### src/rtl/instr_fetch_unit.sv
// instr_fetch_unit: PC owner and instruction fetcher with a ready/valid path to decode and a req/ack path to memory.
module instr_fetch_unit #(
    parameter logic [31:0] RESET_PC = 32'h0000_0000,
    parameter int          MAX_WAIT = 16
) (
    input  logic        clk,
    input  logic        rst,
    output logic        imem_req,
    output logic [31:0] imem_addr,
    input  logic        imem_ack,
    input  logic [31:0] imem_rdata,
    output logic [31:0] instr,
    output logic [31:0] pc_in,
    output logic        instr_valid,
    input  logic        instr_ready,
    input  logic [31:0] next_pc,
    input  logic        halt_req,
    output logic        halted,
    output logic        fetch_err
);
    typedef enum logic [2:0] {IDLE, FETCH, VALID, HALT, ERR} state_t;

    state_t      state, state_nx;
    logic [31:0] pc, pc_nx, addr_nx, instr_nx, pc_in_nx, wait_cnt, cnt_nx;
    logic        req_nx, valid_nx, halted_nx, err_nx, timeout;

    assign timeout = (MAX_WAIT != 0) && (wait_cnt == 32'(MAX_WAIT - 1));

    always_comb begin
        state_nx  = state;
        pc_nx     = pc;
        addr_nx   = imem_addr;
        req_nx    = imem_req;
        instr_nx  = instr;
        pc_in_nx  = pc_in;
        valid_nx  = instr_valid;
        halted_nx = halted;
        err_nx    = fetch_err;
        cnt_nx    = wait_cnt;
        case (state)
            IDLE: begin
                state_nx = FETCH;
                req_nx   = 1'b1;
                addr_nx  = pc;
            end
            FETCH: begin
                if (imem_ack) begin
                    instr_nx = imem_rdata;
                    pc_in_nx = pc;
                    valid_nx = 1'b1;
                    req_nx   = 1'b0;
                    cnt_nx   = '0;
                    state_nx = VALID;
                end else if (timeout) begin
                    req_nx   = 1'b0;
                    err_nx   = 1'b1;
                    state_nx = ERR;
                end else begin
                    cnt_nx = wait_cnt + 32'd1;
                end
            end
            VALID: begin
                if (instr_ready) begin
                    valid_nx  = 1'b0;
                    halted_nx = halt_req;
                    state_nx  = halt_req ? HALT : FETCH;
                    pc_nx     = halt_req ? pc : next_pc;
                    addr_nx   = halt_req ? imem_addr : next_pc;
                    req_nx    = !halt_req;
                end
            end
            default: ;
        endcase
    end

    // Reset also kills any outstanding request, so a late ack is never consumed.
    always_ff @(posedge clk or negedge rst) begin
        if (!rst) begin
            state       <= IDLE;
            pc          <= RESET_PC;
            imem_req    <= 1'b0;
            imem_addr   <= RESET_PC;
            instr       <= '0;
            pc_in       <= RESET_PC;
            instr_valid <= 1'b0;
            halted      <= 1'b0;
            fetch_err   <= 1'b0;
            wait_cnt    <= '0;
        end else begin
            state       <= state_nx;
            pc          <= pc_nx;
            imem_req    <= req_nx;
            imem_addr   <= addr_nx;
            instr       <= instr_nx;
            pc_in       <= pc_in_nx;
            instr_valid <= valid_nx;
            halted      <= halted_nx;
            fetch_err   <= err_nx;
            wait_cnt    <= cnt_nx;
        end
    end
endmodule

### config.mk
export PLATFORM = sky130hd
export DESIGN_NAME = instr_fetch_unit
export DESIGN_NICKNAME = d
export VERILOG_FILES = /design/src/rtl/instr_fetch_unit.sv
export SDC_FILE = /design/constraint.sdc
export NUM_CORES = 1
export LEC_CHECK = 0
export CAP_MARGIN = 20
export CORE_ASPECT_RATIO = 0.9
export CORE_MARGIN = 1
export CORE_UTILIZATION = 60
export CTS_BUF_LIST = sky130_fd_sc_hd__clkbuf_8
export CTS_CLUSTER_DIAMETER = 100
export DETAILED_ROUTE_END_ITERATION = 10
export DONT_BUFFER_PORTS = 1
export PLACE_DENSITY = 0.81
export SLEW_MARGIN = 20
export SYNTH_ARGS = -nofsm -noshare
export SYNTH_HDL_FRONTEND = slang
export SYNTH_SLANG_ARGS = --single-unit
### constraint.sdc
create_clock -name clk -period 2.3 [get_ports clk]
set_clock_uncertainty 0.15 [all_clocks]
set_input_delay 0.46 -clock clk [delete_from_list [all_inputs] [get_ports clk]]
set_output_delay 0.46 -clock clk [all_outputs]
set_load 0.05 [all_outputs]
==> results of run 1 <==
[final cells by class]
cell class	instances	share of cell area
Clock inverter	15	0.0176
Timing Repair Buffer	81	0.0977
Tap cell	160	0.0231
Multi-Input combinational cell	395	0.349
Clock buffer	17	0.0270
Inverter	8	0.00347
Sequential cell	167	0.483
[flip-flops by register name, indices dropped and copies added, names as in the netlist]
name,flops
instr_valid,1
imem_req,1
pc,32
halted,1
instr,32
imem_addr,32
pc_in,32
wait_cnt,32
state,3
fetch_err,1
[worst paths after layout]
path	slack [ns]	to
setup / recovery	0.07	wait_cnt[24]$_DFFE_PN0P_
hold / removal	-0.44	pc_in[16]$_DFFE_PN0P_
setup reg to reg	0.07	wait_cnt[24]$_DFFE_PN0P_
hold reg to reg	0.38	pc[8]$_DFFE_PN0P_
max in group asynchronous	2.21	wait_cnt[1]$_DFFE_PN0P_
min in group clk	0.03	instr[12]$_DFFE_PN0P_
[layout by cell type (no fill, tap or decap), types with 15 or more instances in the layout]
cell type	n
mux2i_1	39
dlygate4sd3_1	65
o21ai_0	16
nand2_1	27
mux2_2	98
clkbuf_8	17
nor2_1	44
dfrtp_1	167
nor3_1	15
a21oi_1	41
[kinds of logic (layout without fill, tap and decap cells)]
kind of cell | after synthesis | in the layout
AO/OA/AOI/OAI | 93 | 93
buffers and inverters | 48 | 121
flip-flops | 167 | 167
AND/OR/NAND/NOR | 164 | 164
multiplexers | 137 | 137
adder cells (fa/ha/maj) | 1 | 1
[synth_stat cells, types with 6 or more instances]
cell / instances / area (sq um)
mux2i_1: 39 / 390
nor3_1: 15 / 75.1
dfrtp_1: 167 / 4180
nand2_1: 27 / 101
buf_2: 14 / 70.1
mux2_2: 98 / 1100
nor4_1: 15 / 93.8
clkbuf_1: 16 / 60.1
and2_1: 6 / 37.5
nand4_1: 13 / 81.3
nor2_1: 46 / 173
inv_1: 8 / 30.0
a21oi_1: 41 / 205
and3_1: 9 / 56.3
a311o_1: 7 / 70.1
nand3_1: 10 / 50.1
o21ai_0: 16 / 80.1
[worst reg2reg max path, cell delays in order, from the launching register on]
cell,delay (ns)
dfrtp_1,0.42
ha_2,0.24
nand4_1,0.16
or4_4,0.54
o311a_1,0.35
a211o_1,0.26
[power breakdown]
part	total, W	internal [W]	switching (W)
Sequential	0.00800	0.00409	0.00390
Combinational	0.00278	0.00147	0.00131
Clock	0.00207	0.000970	0.00110
Total	0.0128	0.00653	0.00631
[routing by layer]
layer / vias up / share of wire / GRT usage
met5: - / 0 / 0
met3: 42 / 0.085 / 0.0938
met2: 258 / 0.50 / 0.458
li1: 2337 / - / -
met1: 2636 / 0.39 / 0.350
met4: 0 / 0.025 / 0.123
[what timing repair did]
item,in CTS,in global routing
hold buffers,63,2
endpoints found under the hold margin,241,169
setup endpoints to repair,0,5
resized for setup,0,4
setup buffers,0,0
[through the flow]
stage / worst slack, ns / hold WS, ns / instance area (sq um) / power [W]
floorplan: 0.186 / 0.0144 / 7420 / 0.00982
CTS: 0.0881 / -0.469 / 8620 / 0.0127
detailed placement: 0.108 / 0.0262 / 7600 / 0.0106
global placement: 0.162 / 0.0266 / 7600 / 0.0103
finish: 0.0749 / -0.442 / 8660 / 0.0128
global route: 0.00891 / -0.475 / 8660 / 0.0134
==> metrics, run 1 <==
Post-Syn Area=7420 sq um; drt pass-1 iters=5; Clock Path Buffers=2; Final ANT Viol Nets=0; initial antenna violation count=0; CP Cell Sequence=ha_2 -> nand4_1 -> or4_4 -> o311a_1 -> a211o_1; Top FF cell, synth=dfrtp_1; Die Width=119 um; largest family of logic cells by synthesized area=multiplexers; gr usage total=0.284; Layout Utilization=0.717; Final #Nets=740; crit path launch=wait_cnt[1]$_DFFE_PN0P_; RR Startpoint=wait_cnt[1]$_DFFE_PN0P_; IO Pins=169; Leak=3.73 nW; antenna fix cells=0; Num CTS Buffers=17; Rel. slew slack=0.636; H-tree depth=4; Hold WC Path Type=in -> async; post-synthesis mux area share=0.201; Fillers=757; xor/xnor share of the synthesized area=0; Initial DRC Count=404; unrepaired setup endpoints after global routing=false; Power per Cell Area=1480 nW/um^2; register area=4180 sq um; Initial Util=0.615; WHS=-0.442 ns; complex-gate fraction of the synthesized area=0.0802; Core ar.=12100 sq um; crit path launch type=flop; setup TNS=0 ns; crit path buf inv count=0; WS Path Type=reg -> reg; GP Congestion=0.877; FFs w/ async S/R, synth=1.00; Synth warnings=0; Clk pin slew, worst setup/hold paths=0.09 ns; Layout Cells excl Fill=843; largest net degree at the start of global routing=168; Synth Area per Inst=12.2 sq um; worst skew pair latency=0.46 ns; WL/cell=20.9 um; Synth Instances=610; TritonCTS clock tree=done; minimum clock period=2.23 ns; synth unique cells=53; final-report hold violation count=167; via count=5273; fmax=0.449 GHz; first-pass GRT wire length=27.7 mm; DRC viols=0; Syn-to-layout area delta=16.7%; Final HPWL DP=10.2 mm; post-synthesis simple-gate area fraction=0.118; area taken by multi-input logic gates=3020 sq um; syn nets=680; worst vdd ir=1120 uV; Adder-Cell Fraction of Synth Area=0.00169; layout cells sized above 1=0.237; #FFs+latches synth=167; Largest delay share family, worst path=simple AND/OR/NAND/NOR gates; post-synthesis sequential area ratio=0.563; max_cap viols=0; Post-Place Cells=746; fin crit share=0.967; root buffer cell=clkbuf_8; port bufs=0; worst slew pin tran=0.546 ns; clk sinks=167; crit end category=flop; vias in the first global route=5444; routed vias/inst=6.26; Die Height=108 um; failing checks=hold timing; die area=12800 sq um; crit path max fanout=5; Levels on crit path=5; routed wire length=17.6 mm; # rows=38; Worst path slowest cell=or4_4; status=finished, violations left; number of synthesized flops with an enable pin=0; GRT overflow=0; fin. max-slew vios=0; worst endpoint data arrival time=2.42 ns; Req. time, crit path=2.49 ns; CP max stage delay=0.54 ns; final setup vio count=0; reg2reg path depth=5
(Power assumes the default switching activity.)
==> run 2: changes to the inputs <==
- CAP_MARGIN: 20 -> 25
- PLACE_DENSITY: 0.81 -> 0.79
- SLEW_MARGIN: 20 -> 30
==> run 2 against run 1 <==
Effect of this change:
- the run still ends with hold timing left
- largest power group unchanged
- power grew 2.3%
- sequential power about the same
- die area stayed put
- worst hold slack worse by 0.010 ns
- combinational power hardly changed
- final cell count grew 0.12%
- first-iteration DRC count down 5.4%
- highest routed layer unchanged
==> metrics, run 2 (synthesis results as in run 1) <==
Fillers=773 (+2.1%); routed wire length=16.9 mm (-4.0%); Hold WC Path Type=in -> async; worst slew pin tran=0.538 ns (-0.00811 ns); IO Pins=169 (unchanged); Num CTS Buffers=17 (unchanged); CP Cell Sequence=ha_2 -> nand4_1 -> or4_4 -> o311a_1 -> a221o_1; Final #Nets=741 (+0.14%); fin crit share=0.976 (+0.00831); Seq pwr share=0.608 (-0.015); routed vias/inst=6.19 (-1.0%); gr usage total=0.274 (-0.00986); crit path launch type=flop; Die Height=108 um (unchanged); worst vdd ir=1330 uV (+19%); H-tree depth=4 (unchanged); Req. time, crit path=2.49 ns (about the same); GRT overflow=0 (unchanged); WS Path Type=reg -> reg; Clock Path Buffers=2 (unchanged); Final HPWL DP=9.98 mm (-2.1%); P_int=0.00687 W (+5.2%); status=finished, violations left; crit end category=flop; DRC viols=0 (unchanged); Placed Area=7600 sq um (unchanged); drt pass-1 iters=5 (unchanged); sw frac=0.477 (-0.0145); Initial DRC Count=382 (-5.4%); failing checks=hold timing; fin area=8740 sq um (+0.92%); worst endpoint data arrival time=2.44 ns (+0.02 ns); clk sinks=167 (unchanged); port bufs=0 (unchanged); die area=12800 sq um (unchanged); metal2 WL=8.39 mm (-4.3%); CP max stage delay=0.55 ns (about the same); Layout Utilization=0.724 (+0.00663); DR top layer=met4; fmax=0.446 GHz (-0.85%); root buffer cell=clkbuf_8; Core ar.=12100 sq um (unchanged); final-report hold violation count=167 (unchanged); Clk pin slew, worst setup/hold paths=0.09 ns (about the same); vias in the first global route=5255 (-3.5%); met3 wire length=1.30 mm (-13%); first-pass GRT wire length=26.9 mm (-3.2%); WL/cell=20.0 um (-4.1%); fin. max-slew vios=0 (unchanged); final setup vio count=0 (unchanged); TritonCTS clock tree=done; Die Width=119 um (unchanged); Syn-to-layout area delta=17.8%; unrepaired setup endpoints after global routing=false; commonest cells after routing, fill and taps aside=167 x dfrtp_1, 98 x mux2_2, 66 x dlygate4sd3_1; Comb power frac=0.209 (-0.007); Power per Cell Area=1500 nW/um^2 (+1.4%); setup TNS=0 ns (unchanged); Initial Util=0.615 (unchanged); Worst path slowest cell=or4_4; crit path max fanout=5 (unchanged); Rel. slew slack=0.642 (+0.00540); Final ANT Viol Nets=0 (unchanged); worst slack at placement=0.0916 ns (-0.0164 ns); minimum clock period=2.24 ns (+0.0191 ns); WHS=-0.453 ns (-0.0101 ns); worst setup margin=0.0558 ns (-0.0191 ns); Clk network pwr share=0.183 (+0.022); Leak=3.77 nW (+1.0%); largest net degree at the start of global routing=168 (unchanged); via count=5226 (-0.89%); layout cells sized above 1=0.238 (+0.00112); GP Congestion=0.859 (-2.0%); Met1 Routed Length=6.87 mm (-0.64%); worst skew pair latency=0.46 ns (about the same); initial antenna violation count=0 (unchanged); P_sw=0.00626 W (-0.72%); # rows=38 (unchanged); most common cell after layout, fill and taps aside=dfrtp_1; max_cap viols=0 (unchanged); antenna fix cells=0 (unchanged); hold_buf cts=66 (+4.8%); Post-CTS Setup Repair Bufs=0 (unchanged)
## run 2: changes by cell type in the layout (fill, tap and decap cells not counted)
cell / delta
bufinv_16: +3
clkinv_2: -1
dlygate4sd3_1: +1
inv_1: -1
inv_6: -1
nor3_1: -1
nor3_2: +1
nor4_1: +1
nor4_2: -1
nor4b_1: +1
nor4b_2: -1
or3_1: -1
or3_4: +1
## run 2: stage by stage
stage,cells,hold WS (ns),total power [W]
final,844,-0.453,0.0131
after global routing,844,-0.500,0.0137
after CTS,844,-0.494,0.0131
after detailed placement,746,0.0166,0.0106
after global placement,746,0.0185,0.0103
after floorplan,610,0.0144,0.00982
## run 2: final cells by class
cell class	instances	area, sq um	share of cell area
repair buffers	82	856	0.0979
well taps	160	200	0.0229
flip-flops and latches	167	4180	0.478
clock inverters	15	225	0.0258
inverters	8	30.0	0.00344
multi-input cells	395	3020	0.345
clock buffers	17	234	0.0268
## run 2: worst max-delay path: cells and delay by family (launching register included)
kind / cells / cell delay, ns
AND/OR/NAND/NOR: 2 / 0.70
AO/OA/AOI/OAI: 2 / 0.63
adder cells (fa/ha/maj): 1 / 0.24
flip-flops: 1 / 0.42
## run 2: final timing paths
kind	startpoint	endpoint	slack (ns)	cells after the start
max in group asynchronous	rst	wait_cnt[5]$_DFFE_PN0P_	2.19	0
worst min-delay path	rst	pc_in[20]$_DFFE_PN0P_	-0.45	0
min in group clk	imem_ack	wait_cnt[12]$_DFFE_PN0P_	0.04	2
worst max register to register	wait_cnt[1]$_DFFE_PN0P_	wait_cnt[30]$_DFFE_PN0P_	0.06	5
worst max-delay path	wait_cnt[1]$_DFFE_PN0P_	wait_cnt[30]$_DFFE_PN0P_	0.06	5
worst min register to register	pc[20]$_DFFE_PN0P_	pc_in[20]$_DFFE_PN0P_	0.38	1
## run 2: power by group through the flow
stage / combinational (W) / sequential (W) / clock [W]
final: 0.00275 / 0.00798 / 0.00241
after global placement: 0.00242 / 0.00790 / 0
after CTS: 0.00269 / 0.00793 / 0.00244
after floorplan: 0.00220 / 0.00762 / 0
after global routing: 0.00302 / 0.00813 / 0.00256
after detailed placement: 0.00259 / 0.00797 / 0
## run 2: what timing repair did
item                       4_1_cts  5_1_grt
resized for setup                0        4
hold endpoints to repair       244      167
setup endpoints to repair        0        5
## run 2: layer usage
layer  global-route usage  up-vias
li1                     -     2356
met1                0.332     2639
met2                0.446      199
met3               0.0985       32
met4                0.114        0
met5                    0        -
